<file path="config.mk">
export PLATFORM = sky130hd
export DESIGN_NAME = sram_arbiter
export DESIGN_NICKNAME = d
export VERILOG_FILES = /design/src/rtl/sram_arb_pkg.sv /design/src/rtl/sram_arb_pick.sv /design/src/rtl/sram_arbiter.sv
export SDC_FILE = /design/constraint.sdc
export NUM_CORES = 1
export LEC_CHECK = 0
export BUFFER_PORTS_ARGS = -buffer_cell sky130_fd_sc_hd__buf_2
export CAP_MARGIN = 10
export CORE_ASPECT_RATIO = 1.1
export CORE_UTILIZATION = 49
export CTS_CLUSTER_SIZE = 16
export DETAILED_ROUTE_END_ITERATION = 10
export PLACE_DENSITY = 0.86
export RECOVER_POWER = 25
export SETUP_SLACK_MARGIN = 0.15
export SKIP_LAST_GASP = 1
export SYNTH_ARGS = -nofsm -noshare
export SYNTH_HDL_FRONTEND = slang
export SYNTH_SLANG_ARGS = --single-unit
</file>
<file path="constraint.sdc">
create_clock -name clk_100 -period 3.37 [get_ports clk_100]
set_input_delay 0.337 -clock clk_100 [delete_from_list [all_inputs] [get_ports clk_100]]
set_output_delay 0.337 -clock clk_100 [all_outputs]
set_load 0.02 [all_outputs]
</file>
<file path="src/rtl/sram_arb_pkg.sv">
// rtl/sram_arb_pkg.sv - shared port ids, state encoding and defaults for the SRAM arbiter
package sram_arb_pkg;

  localparam int DEF_ADDR_W = 18;
  localparam int DEF_DATA_W = 16;

  typedef enum logic [1:0] {
    PORT_VID = 2'd0,
    PORT_GP1 = 2'd1,
    PORT_GP2 = 2'd2
  } port_id_t;

  typedef enum logic [1:0] {
    ST_IDLE  = 2'd0,
    ST_ISSUE = 2'd1,
    ST_WAIT  = 2'd2
  } arb_state_t;

  // One-hot completion vector for the port that owns an access
  function automatic logic [2:0] port_onehot(port_id_t p);
    case (p)
      PORT_VID: return 3'b001;
      PORT_GP1: return 3'b010;
      PORT_GP2: return 3'b100;
      default:  return 3'b000;
    endcase
  endfunction

endpackage

</file>
<file path="src/rtl/sram_arb_pick.sv">
// rtl/sram_arb_pick.sv - combinational winner selection: video priority, starvation guard, round-robin
module sram_arb_pick
  import sram_arb_pkg::*;
(
  input  logic     req0,
  input  logic     req1,
  input  logic     req2,
  input  logic     starve_hit,
  input  logic     rr_ptr,
  output port_id_t winner,
  output logic     valid
);

  logic     gp_any;
  port_id_t gp_win;

  // Video wins unless it has hit its consecutive-grant limit while a general port waits
  always_comb begin
    gp_any = req1 | req2;
    if (rr_ptr == 1'b0) begin
      gp_win = req1 ? PORT_GP1 : PORT_GP2;
    end else begin
      gp_win = req2 ? PORT_GP2 : PORT_GP1;
    end
    valid  = req0 | gp_any;
    winner = PORT_VID;
    if (gp_any && (!req0 || starve_hit)) begin
      winner = gp_win;
    end
  end

endmodule

</file>
<file path="src/rtl/sram_arbiter.sv">
// rtl/sram_arbiter.sv - three-port SRAM access arbiter with req/done handshake and timeout
module sram_arbiter
  import sram_arb_pkg::*;
#(
  parameter int ADDR_W     = DEF_ADDR_W,
  parameter int DATA_W     = DEF_DATA_W,
  parameter int STARVE_MAX = 4,
  parameter int TIMEOUT    = 15
) (
  input  logic              clk_100,
  input  logic              sys_reset,
  input  logic              req0,
  input  logic [ADDR_W-1:0] addr0,
  output logic              gnt0,
  output logic              rvalid0,
  input  logic              req1,
  input  logic              we1,
  input  logic [ADDR_W-1:0] addr1,
  input  logic [DATA_W-1:0] wdata1,
  output logic              gnt1,
  output logic              rvalid1,
  input  logic              req2,
  input  logic              we2,
  input  logic [ADDR_W-1:0] addr2,
  input  logic [DATA_W-1:0] wdata2,
  output logic              gnt2,
  output logic              rvalid2,
  output logic [DATA_W-1:0] rdata,
  output logic              mem_req,
  output logic              mem_we,
  output logic [ADDR_W-1:0] mem_addr,
  output logic [DATA_W-1:0] mem_wdata,
  input  logic              mem_done,
  input  logic [DATA_W-1:0] mem_rdata,
  output logic              err
);

  localparam int SW = $clog2(STARVE_MAX + 1);
  localparam int TW = $clog2(TIMEOUT + 1);

  arb_state_t        state_q, state_d;
  port_id_t          own_q, own_d;
  logic              we_q, we_d;
  logic [ADDR_W-1:0] addr_q, addr_d;
  logic [DATA_W-1:0] wdata_q, wdata_d;
  logic [DATA_W-1:0] rdata_q, rdata_d;
  logic [SW-1:0]     starve_q, starve_d;
  logic [TW-1:0]     tmo_q, tmo_d;
  logic              rr_ptr_q, rr_ptr_d;
  logic [2:0]        rvalid_q, rvalid_d;
  logic              err_q, err_d;

  port_id_t win_id;
  logic     win_valid;
  logic     starve_hit;
  logic     gp_pending;
  logic     grant;

  assign starve_hit = (starve_q == SW'(STARVE_MAX));
  assign gp_pending = req1 | req2;
  // Grants only from IDLE, and never while reset is held so outputs stay quiet
  assign grant      = (state_q == ST_IDLE) && win_valid && !sys_reset;

  sram_arb_pick u_pick (
    .req0       (req0),
    .req1       (req1),
    .req2       (req2),
    .starve_hit (starve_hit),
    .rr_ptr     (rr_ptr_q),
    .winner     (win_id),
    .valid      (win_valid)
  );

  // Next-state, access latching, grant pulses and completion handling
  always_comb begin
    state_d  = state_q;
    own_d    = own_q;
    we_d     = we_q;
    addr_d   = addr_q;
    wdata_d  = wdata_q;
    rdata_d  = rdata_q;
    starve_d = starve_q;
    tmo_d    = tmo_q;
    rr_ptr_d = rr_ptr_q;
    rvalid_d = 3'b000;
    err_d    = err_q;
    gnt0     = 1'b0;
    gnt1     = 1'b0;
    gnt2     = 1'b0;
    case (state_q)
      ST_IDLE: begin
        if (grant) begin
          own_d   = win_id;
          tmo_d   = '0;
          state_d = ST_ISSUE;
          case (win_id)
            PORT_VID: begin
              gnt0    = 1'b1;
              we_d    = 1'b0;
              addr_d  = addr0;
              wdata_d = '0;
              // Count only video grants that actually made a general port wait
              if (gp_pending) begin
                starve_d = starve_hit ? starve_q : starve_q + 1'b1;
              end else begin
                starve_d = '0;
              end
            end
            PORT_GP1: begin
              gnt1     = 1'b1;
              we_d     = we1;
              addr_d   = addr1;
              wdata_d  = wdata1;
              starve_d = '0;
              rr_ptr_d = 1'b1;
            end
            default: begin
              gnt2     = 1'b1;
              we_d     = we2;
              addr_d   = addr2;
              wdata_d  = wdata2;
              starve_d = '0;
              rr_ptr_d = 1'b0;
            end
          endcase
        end
      end
      ST_ISSUE: begin
        state_d = ST_WAIT;
      end
      ST_WAIT: begin
        if (mem_done) begin
          state_d  = ST_IDLE;
          rvalid_d = port_onehot(own_q);
          if (!we_q) begin
            rdata_d = mem_rdata;
          end
        end else if (tmo_q == TW'(TIMEOUT - 1)) begin
          state_d  = ST_IDLE;
          rvalid_d = port_onehot(own_q);
          rdata_d  = '0;
          err_d    = 1'b1;
        end else begin
          tmo_d = tmo_q + 1'b1;
        end
      end
      default: begin
        state_d = ST_IDLE;
      end
    endcase
  end

  // State and access registers; reset abandons any access in flight
  always_ff @(posedge clk_100) begin
    if (sys_reset) begin
      state_q  <= ST_IDLE;
      own_q    <= PORT_VID;
      we_q     <= 1'b0;
      addr_q   <= '0;
      wdata_q  <= '0;
      rdata_q  <= '0;
      starve_q <= '0;
      tmo_q    <= '0;
      rr_ptr_q <= 1'b0;
      rvalid_q <= 3'b000;
      err_q    <= 1'b0;
    end else begin
      state_q  <= state_d;
      own_q    <= own_d;
      we_q     <= we_d;
      addr_q   <= addr_d;
      wdata_q  <= wdata_d;
      rdata_q  <= rdata_d;
      starve_q <= starve_d;
      tmo_q    <= tmo_d;
      rr_ptr_q <= rr_ptr_d;
      rvalid_q <= rvalid_d;
      err_q    <= err_d;
    end
  end

  assign mem_req   = (state_q == ST_ISSUE) || (state_q == ST_WAIT);
  assign mem_we    = we_q;
  assign mem_addr  = addr_q;
  assign mem_wdata = wdata_q;
  assign rdata     = rdata_q;
  assign rvalid0   = rvalid_q[0];
  assign rvalid1   = rvalid_q[1];
  assign rvalid2   = rvalid_q[2];
  assign err       = err_q;

endmodule
</file>
==> impl_metrics.toml <==
[routing]
firstDrtPassIters = 4
vias = 3364
drc = 0
wl_um = 8870
via_per_inst = 5.49
ant_nets = 0
drt_iter0_markers = 189
wl_per_cell_um = 14.5

[power]
seqPwrFrac_pct = 40.7
power.internal_mw = 1.49
powerDensity_nw_per_um2 = 591
switching_share_pct = 38.9
clkPwrFrac_pct = 24.9
comb_power_share_pct = 34.4
switchingPower_mw = 0.949
p_leak_nw = 1.83
ir_drop_mv = 0.350

[die]
dieArea_um2 = 6910
start_util_pct = 51.5
pin_count = 169
rows = 30
core_area_um2 = 6270
die_y_um = 87.1
die_x_um = 79.4

[timing]
setup-tns-final_ns = 0
tightest_slew_ns = 0.851
maxSlewHeadroom_pct = 43.3
whs_ns = 0.253
final_hold_viol_count = 0
max_freq_ghz = 0.361
fin_crit_ns = 2.77
rsz0062_at_grt = "false"
setup_viol = 0
clock_skew_ns = 0.00740
timing.final.crit_share_pct = 82.1
slew_violations = 0

[grt]
track_usage_pct = 25.7
grt_antenna_before_repair = 0
grt_pass1_vias = 3090
grt_pass1_wl_um = 13800
grt_overflow_total = 0
grt_max_degree = 38

[logic_synthesis]
syn-num-nets = 494
ys_seq_area_share_pct = 41.6
synth_cell_types = 43
ys.flop_type = "dfxtp_1"
ys_top_cells_by_area = "dfxtp_1, nand2_1, o21ai_0, mux2i_1, a211oi_1"
async_flop_share_pct = 0
synthesis.instances = 376
synth.ff_latch_count = 67
ys_warn_count = 0
syn_area_per_cell_um2 = 8.58
synth_top_area_share_pct = 41.6
synth-edff-count = 0
post_synth_instance_area_um2 = 3230
synth_top_cell_by_area = "dfxtp_1"

[worst_setup_path]
cp-end-kind = "primary output"
cpMaxStageDelayCell = "ha_1"
cp_data_required_time_ns = 3.03
path_max_fanout = 21
start_kind = "flip-flop"
crit_arrival_ns = 2.43
worst-setup-path-type = "flip-flop to primary output"
crit_chain = "inv_1, ha_1, o31ai_4, nor2_4, nand2_2, nor2_1, buf_2"
cpPeakStageDelay_ns = 0.39

[clock_tree]
clkLatencyLatePin_ns = 0.35
cts_resized = 0
clk_pin_slew_ns = 0.08
post_cts_buffers = 0
cts_buffer_depth = 2
cts.sinks = 67
htree_num_levels = 3
cts_buffers = 9
cts_tree = "yes"
postCtsHoldBufs = 0
cts_root_buf = "clkbuf_8"

[place]
dpl-instance-area_um2 = 3980
io_buffers = 168
dp_hpwl_um = 6280
gp_congestion = 0.919

[final_layout]
nets = 646
design_area_um2 = 4130
drive_gt1_share_pct = 31.7
syn_to_final_growth_pct = 27.8
n_antenna_cell = 0

[worst_hold_path]
hold_path.class = "input pin to flip-flop"

[outcome]
status = "finished clean"

[job]
maxCapViolCount = 0
-- through the flow --
stage / instances / utilization (%) / power [mW] / setup WS, ns
4_1_cts: 613 / 66.4 / 2.45 / 0.364
6_report: 613 / 65.8 / 2.44 / 0.604
3_3_place_gp: 597 / 63.5 / 1.82 / 0.859
2_1_floorplan: 376 / - / 1.63 / 1.34
3_5_place_dp: 597 / 63.5 / 1.86 / 0.752
5_1_grt: 613 / 65.8 / 2.57 / 0.409
-- cells in the mapped netlist (2+ instances only) --
cell type,n
nand2b_1,8
nand2_1,59
mux2i_1,19
nor2b_1,2
buf_8,3
nor2_1,9
a31oi_1,3
a21oi_1,21
o21ai_1,15
nand4_1,17
a211oi_1,18
clkbuf_1,8
ha_1,8
nand3_1,3
and3_1,19
dfxtp_1,67
nor3_1,3
o21ai_0,40
buf_12,2
buf_2,10
clkbuf_2,4
o21ai_2,7
nor3b_1,3
nand4b_1,2
inv_1,8
-- power by group through the flow --
stage | logic [mW] | clock network [mW] | registers, mW
global placement | 0.821 | 0 | 1.00
finish | 0.838 | 0.607 | 0.993
CTS | 0.852 | 0.612 | 0.991
detailed placement | 0.849 | 0 | 1.01
global route | 0.915 | 0.650 | 1.01
floorplan | 0.491 | 0 | 1.14
-- worst max-delay path: cells and delay by family, from the launching register on --
kind | cells | cell delay (ns)
and+or+nand+nor | 3 | 0.86
adders and majority gates | 1 | 0.39
DFF | 1 | 0.34
buffers and inverters | 2 | 0.30
AOI/OAI and AO/OA | 1 | 0.18
-- logic make-up after synthesis --
| logic type | count (synthesis) | share of synthesized area, % |
|---|---|---|
| and+or+nand+nor | 133 | 21.3 |
| AOI/OAI and AO/OA | 111 | 20.8 |
| DFF | 67 | 41.6 |
| buffers and inverters | 38 | 7.37 |
| muxes | 19 | 5.89 |
| adders and majority gates | 8 | 3.10 |
-- cells in the final DEF (no fill, tap or decap), types with 7 or more instances in the layout --
master and n:
o21ai_1 15, o21ai_2 7, inv_1 8, nor2_1 9, a211oi_1 18, ha_1 8, clkbuf_8 10, buf_2 137
nand4_1 17, dfxtp_1 67, clkbuf_1 31, a21oi_1 21, and3_1 19, mux2i_1 19, nand2_1 58, nand2b_1 8
o21ai_0 40
-- sequential cells by signal, summed over array words and instances (netlist names) --
signal and cells:
mem_wdata 16, err 1, own_q 2, mem_addr 18, mem_we 1, state_q 2, starve_q 3, tmo_q 4
rvalid_q 3, rdata 16, rr_ptr_q 1
-- per-layer routing --
layer / vias up / GRT usage (%) / routed length (um)
met5: - / 0 / 0
met4: 0 / 14.0 / 241
met3: 25 / 5.65 / 551
met2: 131 / 43.4 / 4480
met1: 1561 / 30.3 / 3590
li1: 1647 / - / -
-- final cells by class --
class	count	area, um^2
well taps	80	100
flip-flops and latches	67	1340
inverters	8	30.0
fillers	525	2140
clock buffers	10	138
repair buffers	171	825
clock inverters	6	41.3
multi-input cells	271	1650
-- worst paths after layout --
path / start / endpoint / slack [ns] / cells after the start
worst min register to register: mem_addr[17] / mem_addr[17] / 0.45 / 2
worst max register to register: rr_ptr_q / mem_addr[11] / 1.18 / 4
worst max-delay path: state_q[0] / gnt2 / 0.60 / 7
worst min-delay path: addr1[14] / mem_addr[14] / 0.25 / 3
No activity file was read; power rests on OpenSTA's default activity.
